**src/rtl/spi_reg_engine_if.sv**
```systemverilog
// Runtime request/response bus of spi_reg_engine.
//   req_valid/req_ready : per-channel handshake (NUM_CH bits)
//   req_rnw             : per-channel 1 = read, 0 = write
//   req_addr/req_data   : packed per-channel fields, channel 0 in the LSBs
//   rsp_valid           : one-cycle completion pulse
//   rsp_ch/rsp_data     : completing channel and captured read data
// master = request source, slave = engine.
interface spi_reg_engine_if #(
  parameter int unsigned ADDR_W = 7,
  parameter int unsigned DATA_W = 8,
  parameter int unsigned NUM_CH = 2
);
  logic [NUM_CH-1:0]        req_valid;
  logic [NUM_CH-1:0]        req_ready;
  logic [NUM_CH-1:0]        req_rnw;
  logic [NUM_CH*ADDR_W-1:0] req_addr;
  logic [NUM_CH*DATA_W-1:0] req_data;
  logic                     rsp_valid;
  logic [2:0]               rsp_ch;
  logic [DATA_W-1:0]        rsp_data;

  modport master (
    output req_valid, req_rnw, req_addr, req_data,
    input  req_ready, rsp_valid, rsp_ch, rsp_data
  );

  modport slave (
    input  req_valid, req_rnw, req_addr, req_data,
    output req_ready, rsp_valid, rsp_ch, rsp_data
  );
endinterface

```
**src/rtl/spi_reg_engine.sv**
```systemverilog
// SPI register engine: replays an init table of write frames, then serves
// round-robin read/write requests from NUM_CH channels as SPI frames.
//   clk, reset      : clock, asynchronous active-high reset
//   o_sclk/o_sdio   : SPI clock and MOSI; o_sen_n active-low select
//   i_sdo           : SPI MISO
//   o_init_idx      : init-table index being fetched
//   i_init_entry    : {write_enable, addr, data} for o_init_idx
//   i_reinit        : pulse requesting an init-table replay
//   o_init_done     : init pass complete
//   bus             : request/response interface (slave side)
module spi_reg_engine #(
  parameter int unsigned ADDR_W   = 7,
  parameter int unsigned DATA_W   = 8,
  parameter int unsigned NUM_INIT = 20,
  parameter int unsigned NUM_CH   = 2,
  parameter int unsigned CLK_DIV  = 1,
  parameter int unsigned GAP      = 1
) (
  input  logic                       clk,
  input  logic                       reset,
  output logic                       o_sclk,
  output logic                       o_sdio,
  output logic                       o_sen_n,
  input  logic                       i_sdo,
  output logic [7:0]                 o_init_idx,
  input  logic [ADDR_W+DATA_W:0]     i_init_entry,
  input  logic                       i_reinit,
  output logic                       o_init_done,
  spi_reg_engine_if.slave            bus
);
  localparam int unsigned FW    = 1 + ADDR_W + DATA_W;
  localparam int unsigned BIT_W = $clog2(FW);
  localparam int unsigned DIV_W = 8;
  localparam int unsigned GAP_W = 4;
  localparam logic [7:0]  LAST_IDX = 8'(NUM_INIT - 1);

  typedef enum logic [1:0] {S_INIT, S_ARB, S_SHIFT, S_GAP} state_t;

  state_t              r_state, w_state_nxt;
  logic [7:0]          r_init_idx, w_init_idx_nxt;
  logic                r_init_done, w_init_done_nxt;
  logic                r_reinit_pend, w_reinit_pend_nxt;
  logic [2:0]          r_rr_ptr, w_rr_ptr_nxt;
  logic [2:0]          r_grant, w_grant_nxt;
  logic                r_frame_init, w_frame_init_nxt;
  logic                r_init_last, w_init_last_nxt;
  logic                r_rnw, w_rnw_nxt;
  logic [FW-1:0]       r_shift, w_shift_nxt;
  logic [BIT_W-1:0]    r_bit_cnt, w_bit_cnt_nxt;
  logic [DIV_W-1:0]    r_div_cnt, w_div_cnt_nxt;
  logic [GAP_W-1:0]    r_gap_cnt, w_gap_cnt_nxt;
  logic                r_sclk, w_sclk_nxt;
  logic                r_sen_n, w_sen_n_nxt;
  logic                r_sdio, w_sdio_nxt;
  logic [NUM_CH-1:0]   r_req_ready, w_req_ready_nxt;
  logic                r_rsp_valid, w_rsp_valid_nxt;
  logic [2:0]          r_rsp_ch, w_rsp_ch_nxt;
  logic [DATA_W-1:0]   r_rsp_data, w_rsp_data_nxt;

  logic [7:0]          w_valid8, w_rnw8;
  logic [ADDR_W-1:0]   w_addr_a [8];
  logic [DATA_W-1:0]   w_data_a [8];
  logic [DATA_W-1:0]   w_sel_data;
  logic [FW-1:0]       w_frame_rt;
  logic [FW-1:0]       w_shifted;
  logic                w_any;
  logic [2:0]          w_pick, w_cand;

  // Channel field muxing and round-robin pick starting at r_rr_ptr
  always_comb begin
    w_valid8 = 8'(bus.req_valid);
    w_rnw8   = 8'(bus.req_rnw);
    for (int c = 0; c < 8; c++) begin
      w_addr_a[c] = '0;
      w_data_a[c] = '0;
    end
    for (int c = 0; c < int'(NUM_CH); c++) begin
      w_addr_a[c] = bus.req_addr[c*ADDR_W +: ADDR_W];
      w_data_a[c] = bus.req_data[c*DATA_W +: DATA_W];
    end
    w_sel_data = w_rnw8[r_grant] ? {DATA_W{1'b0}} : w_data_a[r_grant];
    w_frame_rt = {w_rnw8[r_grant], w_addr_a[r_grant], w_sel_data};
    w_shifted  = {r_shift[FW-2:0], i_sdo};
    w_any  = 1'b0;
    w_pick = '0;
    w_cand = '0;
    // Descending scan so the closest candidate after the pointer wins
    for (int i = int'(NUM_CH) - 1; i >= 0; i--) begin
      w_cand = 3'((int'(r_rr_ptr) + i) % int'(NUM_CH));
      if (w_valid8[w_cand]) begin
        w_any  = 1'b1;
        w_pick = w_cand;
      end
    end
  end

  // Next-state and output logic
  always_comb begin
    w_state_nxt       = r_state;
    w_init_idx_nxt    = r_init_idx;
    w_init_done_nxt   = r_init_done;
    w_reinit_pend_nxt = r_reinit_pend | i_reinit;
    w_rr_ptr_nxt      = r_rr_ptr;
    w_grant_nxt       = r_grant;
    w_frame_init_nxt  = r_frame_init;
    w_init_last_nxt   = r_init_last;
    w_rnw_nxt         = r_rnw;
    w_shift_nxt       = r_shift;
    w_bit_cnt_nxt     = r_bit_cnt;
    w_div_cnt_nxt     = r_div_cnt;
    w_gap_cnt_nxt     = r_gap_cnt;
    w_sclk_nxt        = r_sclk;
    w_sen_n_nxt       = r_sen_n;
    w_req_ready_nxt   = '0;
    w_rsp_valid_nxt   = 1'b0;
    w_rsp_ch_nxt      = r_rsp_ch;
    w_rsp_data_nxt    = r_rsp_data;

    case (r_state)
      S_INIT: begin
        if (i_init_entry[FW-1]) begin
          w_shift_nxt      = {1'b0, i_init_entry[FW-2:0]};
          w_rnw_nxt        = 1'b0;
          w_frame_init_nxt = 1'b1;
          w_init_last_nxt  = (r_init_idx == LAST_IDX);
          w_state_nxt      = S_SHIFT;
          w_sen_n_nxt      = 1'b0;
          w_sclk_nxt       = 1'b0;
          w_div_cnt_nxt    = '0;
          w_bit_cnt_nxt    = BIT_W'(FW - 1);
          if (r_init_idx != LAST_IDX) w_init_idx_nxt = r_init_idx + 8'd1;
        end else if (r_init_idx == LAST_IDX) begin
          w_init_done_nxt = 1'b1;
          w_state_nxt     = S_ARB;
        end else begin
          w_init_idx_nxt = r_init_idx + 8'd1;
        end
      end

      S_ARB: begin
        if (|r_req_ready) begin
          // Ready cycle: the master still holds its fields, latch them
          w_rnw_nxt        = w_rnw8[r_grant];
          w_shift_nxt      = w_frame_rt;
          w_frame_init_nxt = 1'b0;
          w_rr_ptr_nxt     = (r_grant == 3'(NUM_CH - 1)) ? 3'd0 : r_grant + 3'd1;
          w_state_nxt      = S_SHIFT;
          w_sen_n_nxt      = 1'b0;
          w_sclk_nxt       = 1'b0;
          w_div_cnt_nxt    = '0;
          w_bit_cnt_nxt    = BIT_W'(FW - 1);
        end else if (r_reinit_pend) begin
          w_reinit_pend_nxt = i_reinit;
          w_init_done_nxt   = 1'b0;
          w_init_idx_nxt    = '0;
          w_state_nxt       = S_INIT;
        end else if (w_any) begin
          w_grant_nxt     = w_pick;
          w_req_ready_nxt = NUM_CH'(1) << w_pick;
        end
      end

      S_SHIFT: begin
        if (r_div_cnt == DIV_W'(CLK_DIV - 1)) begin
          w_div_cnt_nxt = '0;
          if (!r_sclk) begin
            w_sclk_nxt = 1'b1;
          end else begin
            w_sclk_nxt  = 1'b0;
            w_shift_nxt = w_shifted;
            if (r_bit_cnt == '0) begin
              w_sen_n_nxt   = 1'b1;
              w_state_nxt   = S_GAP;
              w_gap_cnt_nxt = '0;
              if (!r_frame_init) begin
                w_rsp_valid_nxt = 1'b1;
                w_rsp_ch_nxt    = r_grant;
                w_rsp_data_nxt  = r_rnw ? w_shifted[DATA_W-1:0] : '0;
              end
            end else begin
              w_bit_cnt_nxt = r_bit_cnt - BIT_W'(1);
            end
          end
        end else begin
          w_div_cnt_nxt = r_div_cnt + 8'd1;
        end
      end

      S_GAP: begin
        if (r_gap_cnt == GAP_W'(GAP - 1)) begin
          if (r_frame_init && !r_init_last) begin
            w_state_nxt = S_INIT;
          end else begin
            if (r_frame_init) w_init_done_nxt = 1'b1;
            w_state_nxt = S_ARB;
          end
        end else begin
          w_gap_cnt_nxt = r_gap_cnt + 4'd1;
        end
      end

      default: w_state_nxt = S_INIT;
    endcase

    w_sdio_nxt = (w_state_nxt == S_SHIFT) ? w_shift_nxt[FW-1] : 1'b0;
  end

  // State and datapath registers
  always_ff @(posedge clk or posedge reset) begin
    if (reset) begin
      r_state       <= S_INIT;
      r_init_idx    <= '0;
      r_init_done   <= 1'b0;
      r_reinit_pend <= 1'b0;
      r_rr_ptr      <= '0;
      r_grant       <= '0;
      r_frame_init  <= 1'b0;
      r_init_last   <= 1'b0;
      r_rnw         <= 1'b0;
      r_shift       <= '0;
      r_bit_cnt     <= '0;
      r_div_cnt     <= '0;
      r_gap_cnt     <= '0;
      r_sclk        <= 1'b0;
      r_sen_n       <= 1'b1;
      r_sdio        <= 1'b0;
      r_req_ready   <= '0;
      r_rsp_valid   <= 1'b0;
      r_rsp_ch      <= '0;
      r_rsp_data    <= '0;
    end else begin
      r_state       <= w_state_nxt;
      r_init_idx    <= w_init_idx_nxt;
      r_init_done   <= w_init_done_nxt;
      r_reinit_pend <= w_reinit_pend_nxt;
      r_rr_ptr      <= w_rr_ptr_nxt;
      r_grant       <= w_grant_nxt;
      r_frame_init  <= w_frame_init_nxt;
      r_init_last   <= w_init_last_nxt;
      r_rnw         <= w_rnw_nxt;
      r_shift       <= w_shift_nxt;
      r_bit_cnt     <= w_bit_cnt_nxt;
      r_div_cnt     <= w_div_cnt_nxt;
      r_gap_cnt     <= w_gap_cnt_nxt;
      r_sclk        <= w_sclk_nxt;
      r_sen_n       <= w_sen_n_nxt;
      r_sdio        <= w_sdio_nxt;
      r_req_ready   <= w_req_ready_nxt;
      r_rsp_valid   <= w_rsp_valid_nxt;
      r_rsp_ch      <= w_rsp_ch_nxt;
      r_rsp_data    <= w_rsp_data_nxt;
    end
  end

  assign o_sclk        = r_sclk;
  assign o_sdio        = r_sdio;
  assign o_sen_n       = r_sen_n;
  assign o_init_idx    = r_init_idx;
  assign o_init_done   = r_init_done;
  assign bus.req_ready = r_req_ready;
  assign bus.rsp_valid = r_rsp_valid;
  assign bus.rsp_ch    = r_rsp_ch;
  assign bus.rsp_data  = r_rsp_data;
endmodule
```
**src/flat_wrapper.sv**
```systemverilog
// flat-port wrapper written by rule: the top's interface ports become plain ports
module spi_reg_engine_flat 
#(
  parameter int unsigned ADDR_W   = 7,
  parameter int unsigned DATA_W   = 8,
  parameter int unsigned NUM_INIT = 20,
  parameter int unsigned NUM_CH   = 2,
  parameter int unsigned CLK_DIV  = 1,
  parameter int unsigned GAP      = 1
)
  (clk, reset, o_sclk, o_sdio, o_sen_n, i_sdo, o_init_idx, i_init_entry, i_reinit, o_init_done, bus_req_valid, bus_req_rnw, bus_req_addr, bus_req_data, bus_req_ready, bus_rsp_valid, bus_rsp_ch, bus_rsp_data);
  spi_reg_engine_if #(.ADDR_W(ADDR_W), .DATA_W(DATA_W), .NUM_CH(NUM_CH)) bus_i ();
  input  logic clk;
  input  logic reset;
  output logic o_sclk;
  output logic o_sdio;
  output logic o_sen_n;
  input  logic i_sdo;
  output logic [7:0] o_init_idx;
  input  logic [ADDR_W+DATA_W:0] i_init_entry;
  input  logic i_reinit;
  output logic o_init_done;
  input wire logic [$bits(bus_i.req_valid)-1:0] bus_req_valid;
  input wire logic [$bits(bus_i.req_rnw)-1:0] bus_req_rnw;
  input wire logic [$bits(bus_i.req_addr)-1:0] bus_req_addr;
  input wire logic [$bits(bus_i.req_data)-1:0] bus_req_data;
  output wire logic [$bits(bus_i.req_ready)-1:0] bus_req_ready;
  output wire logic [$bits(bus_i.rsp_valid)-1:0] bus_rsp_valid;
  output wire logic [$bits(bus_i.rsp_ch)-1:0] bus_rsp_ch;
  output wire logic [$bits(bus_i.rsp_data)-1:0] bus_rsp_data;
  assign bus_i.req_valid = bus_req_valid;
  assign bus_i.req_rnw = bus_req_rnw;
  assign bus_i.req_addr = bus_req_addr;
  assign bus_i.req_data = bus_req_data;
  assign bus_req_ready = bus_i.req_ready;
  assign bus_rsp_valid = bus_i.rsp_valid;
  assign bus_rsp_ch = bus_i.rsp_ch;
  assign bus_rsp_data = bus_i.rsp_data;
  spi_reg_engine #(.ADDR_W(ADDR_W), .DATA_W(DATA_W), .NUM_INIT(NUM_INIT), .NUM_CH(NUM_CH), .CLK_DIV(CLK_DIV), .GAP(GAP)) u_core (.clk(clk), .reset(reset), .o_sclk(o_sclk), .o_sdio(o_sdio), .o_sen_n(o_sen_n), .i_sdo(i_sdo), .o_init_idx(o_init_idx), .i_init_entry(i_init_entry), .i_reinit(i_reinit), .o_init_done(o_init_done), .bus(bus_i));
endmodule
```
**config.mk**
```make
export PLATFORM = sky130hd
export DESIGN_NAME = spi_reg_engine_flat
export DESIGN_NICKNAME = d
export VERILOG_FILES = /design/src/rtl/spi_reg_engine_if.sv /design/src/rtl/spi_reg_engine.sv /design/src/flat_wrapper.sv
export SDC_FILE = /design/constraint.sdc
export NUM_CORES = 1
export LEC_CHECK = 0
export ABC_AREA = 1
export CAP_MARGIN = 30
export CORE_ASPECT_RATIO = 0.7
export CORE_MARGIN = 5
export CORE_UTILIZATION = 41
export DETAILED_ROUTE_END_ITERATION = 10
export PLACE_DENSITY_LB_ADDON = 0.3
export SLEW_MARGIN = 20
export SYNTH_ARGS = -nofsm -noshare
export SYNTH_HDL_FRONTEND = slang
export SYNTH_SLANG_ARGS = --single-unit
```
**constraint.sdc**
```tcl
create_clock -name clk -period 4.8 [get_ports clk]
set_input_delay 1.44 -clock clk [delete_from_list [all_inputs] [get_ports clk]]
set_output_delay 1.44 -clock clk [all_outputs]
set_load 0.02 [all_outputs]
```
==> metrics.log <==
[metrics] CP Buf/Inv Count: 1
[metrics] cell-by-cell trace of the critical path: clkdlybuf4s50_1
[metrics] number of hold buffers added after cts: 0
[metrics] Pwr per Cell Area: 508 nW/um^2
[metrics] total routing resource utilization after global routing: approximately 18%
[metrics] part of the power in the clock network: 30.6%
[metrics] area overhead of the layout relative to synthesis: 34.5%
[metrics] post-synthesis adder-cell area fraction: roughly 2.1%
[metrics] synthesized-area fraction occupied by and/or/nand/nor cells: between 30% and 40%
[metrics] worst ir drop on vdd: between 0.2 and 0.25 mV
[metrics] Num Clock Sinks: 64
[metrics] critical path type: register to output port
[metrics] clock skew: ~0.0054 ns
[metrics] Remaining Overflow, GRT: 0
[metrics] clock-pin slew of the registers on the worst-case setup and hold paths: 0.05 ns
[metrics] post-detailed-placement half-perimeter wirelength: roughly 6900 microns
[metrics] drt pass-1 iters: 4
[metrics] starting density of the core: between 40% and 50%
[metrics] clk_lat worst skew: 0.33 ns
[metrics] setup fix buffers added after clock tree synthesis: 0
[metrics] gpl congestion: about 0.85
[metrics] width of the chip: around 120 microns
[metrics] vias in the first global route: 3251
[metrics] routed length per instance: about 14 microns
[metrics] dominant combinational cell family by area after synthesis: simple AND/OR/NAND/NOR gates
[metrics] switching power: ~910 uW
[metrics] upper clock frequency limit: ~340 MHz
[metrics] run status: completed
[metrics] fraction of synthesized cell area taken by the top area cell type: 44.1%
[metrics] Inserted Diodes: 0
[metrics] post-detailed-routing wire length: approximately 9200 microns
[metrics] post-synthesis compound-gate area fraction: about a tenth
[metrics] cell depth of the worst hold path: 2
[metrics] share of layout cells above drive strength 1: 8.47%
[metrics] total leakage power: around 0.0023 uW
[metrics] area inside the core boundary: 8480 sq um
[metrics] Critical Path AT: around 1.5 ns
[metrics] antenna-violating nets left: 0
[metrics] Worst Hold Path EP: u_core.o_sen_n
[metrics] proportion of synthesized area in mux cells: 0%
[metrics] origin of the critical flop-to-flop path: u_core.r_grant[0]
[metrics] max-capacitance violation count: 0
[metrics] reg-to-reg slack, setup: about 2.8 ns
[metrics] Syn. warnings: 0
[metrics] Port Buffer Count: 77
[metrics] initial antenna violation count: 0
[metrics] min-delay src: u_core.o_sen_n
[metrics] die area: 10700 sq um
[metrics] RSZ-0062 raised after global routing: no
[metrics] CP Max Fanout: 7
[metrics] critical path startpoint category: register
[metrics] Worst Hold Class: register to register
[metrics] most used standard cell by instance count after synthesis: sky130_fd_sc_hd__nand2_1
[metrics] Cell Rows: 28
[metrics] iteration-0 DRC count of the detailed router: between 200 and 250
[metrics] Crit path required time: between 3 and 4 ns
[metrics] total of endpoints with negative setup slack in the final report: 0
[metrics] Worst Setup Slack, final: 1.84 ns
[metrics] period utilization: 61.6%
[metrics] Internal Pwr Total: approximately 1500 uW
[metrics] number of enable flip-flop cells after synthesis: 0
[metrics] clock root buffer: sky130_fd_sc_hd__clkbuf_16
[metrics] CTS Buf Count: 9
[metrics] post-synthesis register bit count: 64
[metrics] Netlist cell types: 39
[metrics] relative slew slack: roughly three fifths
[metrics] slew of the pin with the lowest slew margin: about 0.6 ns
[metrics] relative contribution of combinational cells to total power: between 30 and 40%
[metrics] post_cts resized: 0
[metrics] global-route wire length before repair: approximately 16000 microns
[metrics] Reg2Reg Capture Point: u_core.r_shift[15]
[metrics] CTS tree: built
[metrics] Synth Area in XOR/XNOR: about 2.5%
[metrics] number of cell instances on the worst register-to-register path: 9
[metrics] slowest cell on the critical path: sky130_fd_sc_hd__clkdlybuf4s50_1
[metrics] max-slew violation total from the final report: 0
[metrics] largest stage delay on the critical path: between 0.6 and 0.7 ns
[metrics] shortest period the worst path allows: a little under 3 ns
[metrics] cell area after technology mapping: 3570 sq um
[metrics] die height: roughly 88 microns
[metrics] commonest cells in the synthesized netlist: sky130_fd_sc_hd__nand2_1, sky130_fd_sc_hd__dfrtp_1, sky130_fd_sc_hd__inv_1, sky130_fd_sc_hd__nand3_1, sky130_fd_sc_hd__nor2_1
[metrics] average cell area after synthesis: around 7.6 sq um
[metrics] worst slack, placed: approximately 1.8 ns
[metrics] number of failing hold endpoints at the final stage: 0
[metrics] htree depth: 3
[metrics] cell type with the highest aggregate area in the netlist: sky130_fd_sc_hd__dfrtp_1
[metrics] part of the total power dissipated in sequential elements: about 33%
[metrics] Setup crit end kind: output port
[metrics] proportion of register bits with asynchronous set or reset after synthesis: 100%
[metrics] Vias: roughly 3.3k
[metrics] # IOs: 80
[metrics] largest net degree at the start of global routing: 42
[metrics] cell types occupying the most area after synthesis: sky130_fd_sc_hd__dfrtp_1, sky130_fd_sc_hd__nand2_1, sky130_fd_sc_hd__nand3_1
[metrics] flip-flop cell with the highest count after synthesis: sky130_fd_sc_hd__dfrtp_1
[metrics] drc violations: 0
[metrics] vias per std cell: between 4 and 5
[metrics] maximum root-to-sink buffer count: 2
[metrics] synthesized netlist cell count: 470
[metrics] top cell family by delay on the critical path: buffers and inverters
[metrics] layout net count: 610
[metrics] Switching Share: a little under two fifths
[metrics] setup_tns: 0 ns
[metrics] sequential cell area fraction in the yosys report: roughly 45%
-- routing by layer --
layer | track usage [%] | wire length [microns] | up-vias
li1 | - | - | 1671
met3 | 4.20 | 469 | 6
met5 | 0 | 0 | -
met4 | 3.97 | 73 | 0
met1 | 26.0 | 4340 | 1586
met2 | 28.2 | 4330 | 73
-- layout make-up --
class	count	area (sq um)
fillers	806	3670
multi-input cells	352	1740
flip-flops and latches	64	1600
repair buffers	80	806
clock buffers	9	225
inverters	43	166
well taps	120	150
clock inverters	7	119
-- metrics by stage --
step	power (uW)	instance area (sq um)	utilization, %	hold WS (ns)	instances
after detailed placement	1690	4440	52.4	0.455	658
after global placement	1650	4440	52.4	0.457	658
final	2440	4810	56.7	0.463	675
after floorplan	1430	3580	-	0.442	471
after CTS	2460	4790	56.4	0.470	674
after global routing	2620	4810	56.7	0.509	675
-- power by group through the flow --
| stage | Clock (uW) | Sequential [uW] | Combinational [uW] |
|---|---|---|---|
| after global routing | 788 | 832 | 1000 |
| after global placement | 0 | 812 | 838 |
| after CTS | 761 | 810 | 886 |
| final | 748 | 811 | 882 |
| after floorplan | 0 | 821 | 612 |
| after detailed placement | 0 | 816 | 870 |
-- cell usage in the layout, fill, tap and decap left out, drive strengths merged --
cell,synthesis,layout
nand2,180,180
clkdlybuf4s50,0,77
dfrtp,63,63
inv,42,43
nand3,37,37
nor2,35,35
o21ai,30,30
a21oi,17,17
nand4,10,10
clkbuf,3,9
xor2,7,7
or2,7,7
ha,6,6
o211ai,5,5
xnor2,3,3
o31a,3,3
o22ai,3,3
bufinv,0,3
buf,9,3
conb,1,2
clkinvlp,0,2
clkinv,1,2
nor3,1,1
a31oi,1,1
nor4,1,1
o21bai,1,1
o32ai,1,1
nand3b,1,1
o31ai,1,1
dfstp,1,1
-- worst max-delay path by stage --
stage	slack, ns	depth (start not counted)	endpoint	start
floorplan	1.76	1	u_core.bus.req_ready[0]	reset
global placement	1.87	8	u_core.r_shift[9]	i_init_entry[15]
detailed placement	1.83	8	u_core.r_shift[9]	i_init_entry[15]
CTS	1.82	1	o_sclk	u_core.o_sclk
global route	1.78	1	o_sclk	u_core.o_sclk
finish	1.84	1	o_sclk	u_core.o_sclk
-- registers in the layout, summed over array words and instances, names as in the netlist, 2 cells and up --
name and cells:
u_core.bus.req_ready 2, u_core.r_shift 16, u_core.r_bit_cnt 4, u_core.r_div_cnt 8, u_core.r_state 2, u_core.r_gap_cnt 4
u_core.bus.rsp_data 8, u_core.o_init_idx 8
-- cells by family (layout without fill, tap and decap cells) --
family | after synthesis | count (layout)
compound gates | 62 | 62
flops | 64 | 64
simple gates | 272 | 272
other cells | 1 | 2
xor+xnor | 10 | 10
fa+ha+maj | 6 | 6
buf+inv | 55 | 139
No activity file was read; power rests on OpenSTA's default activity.
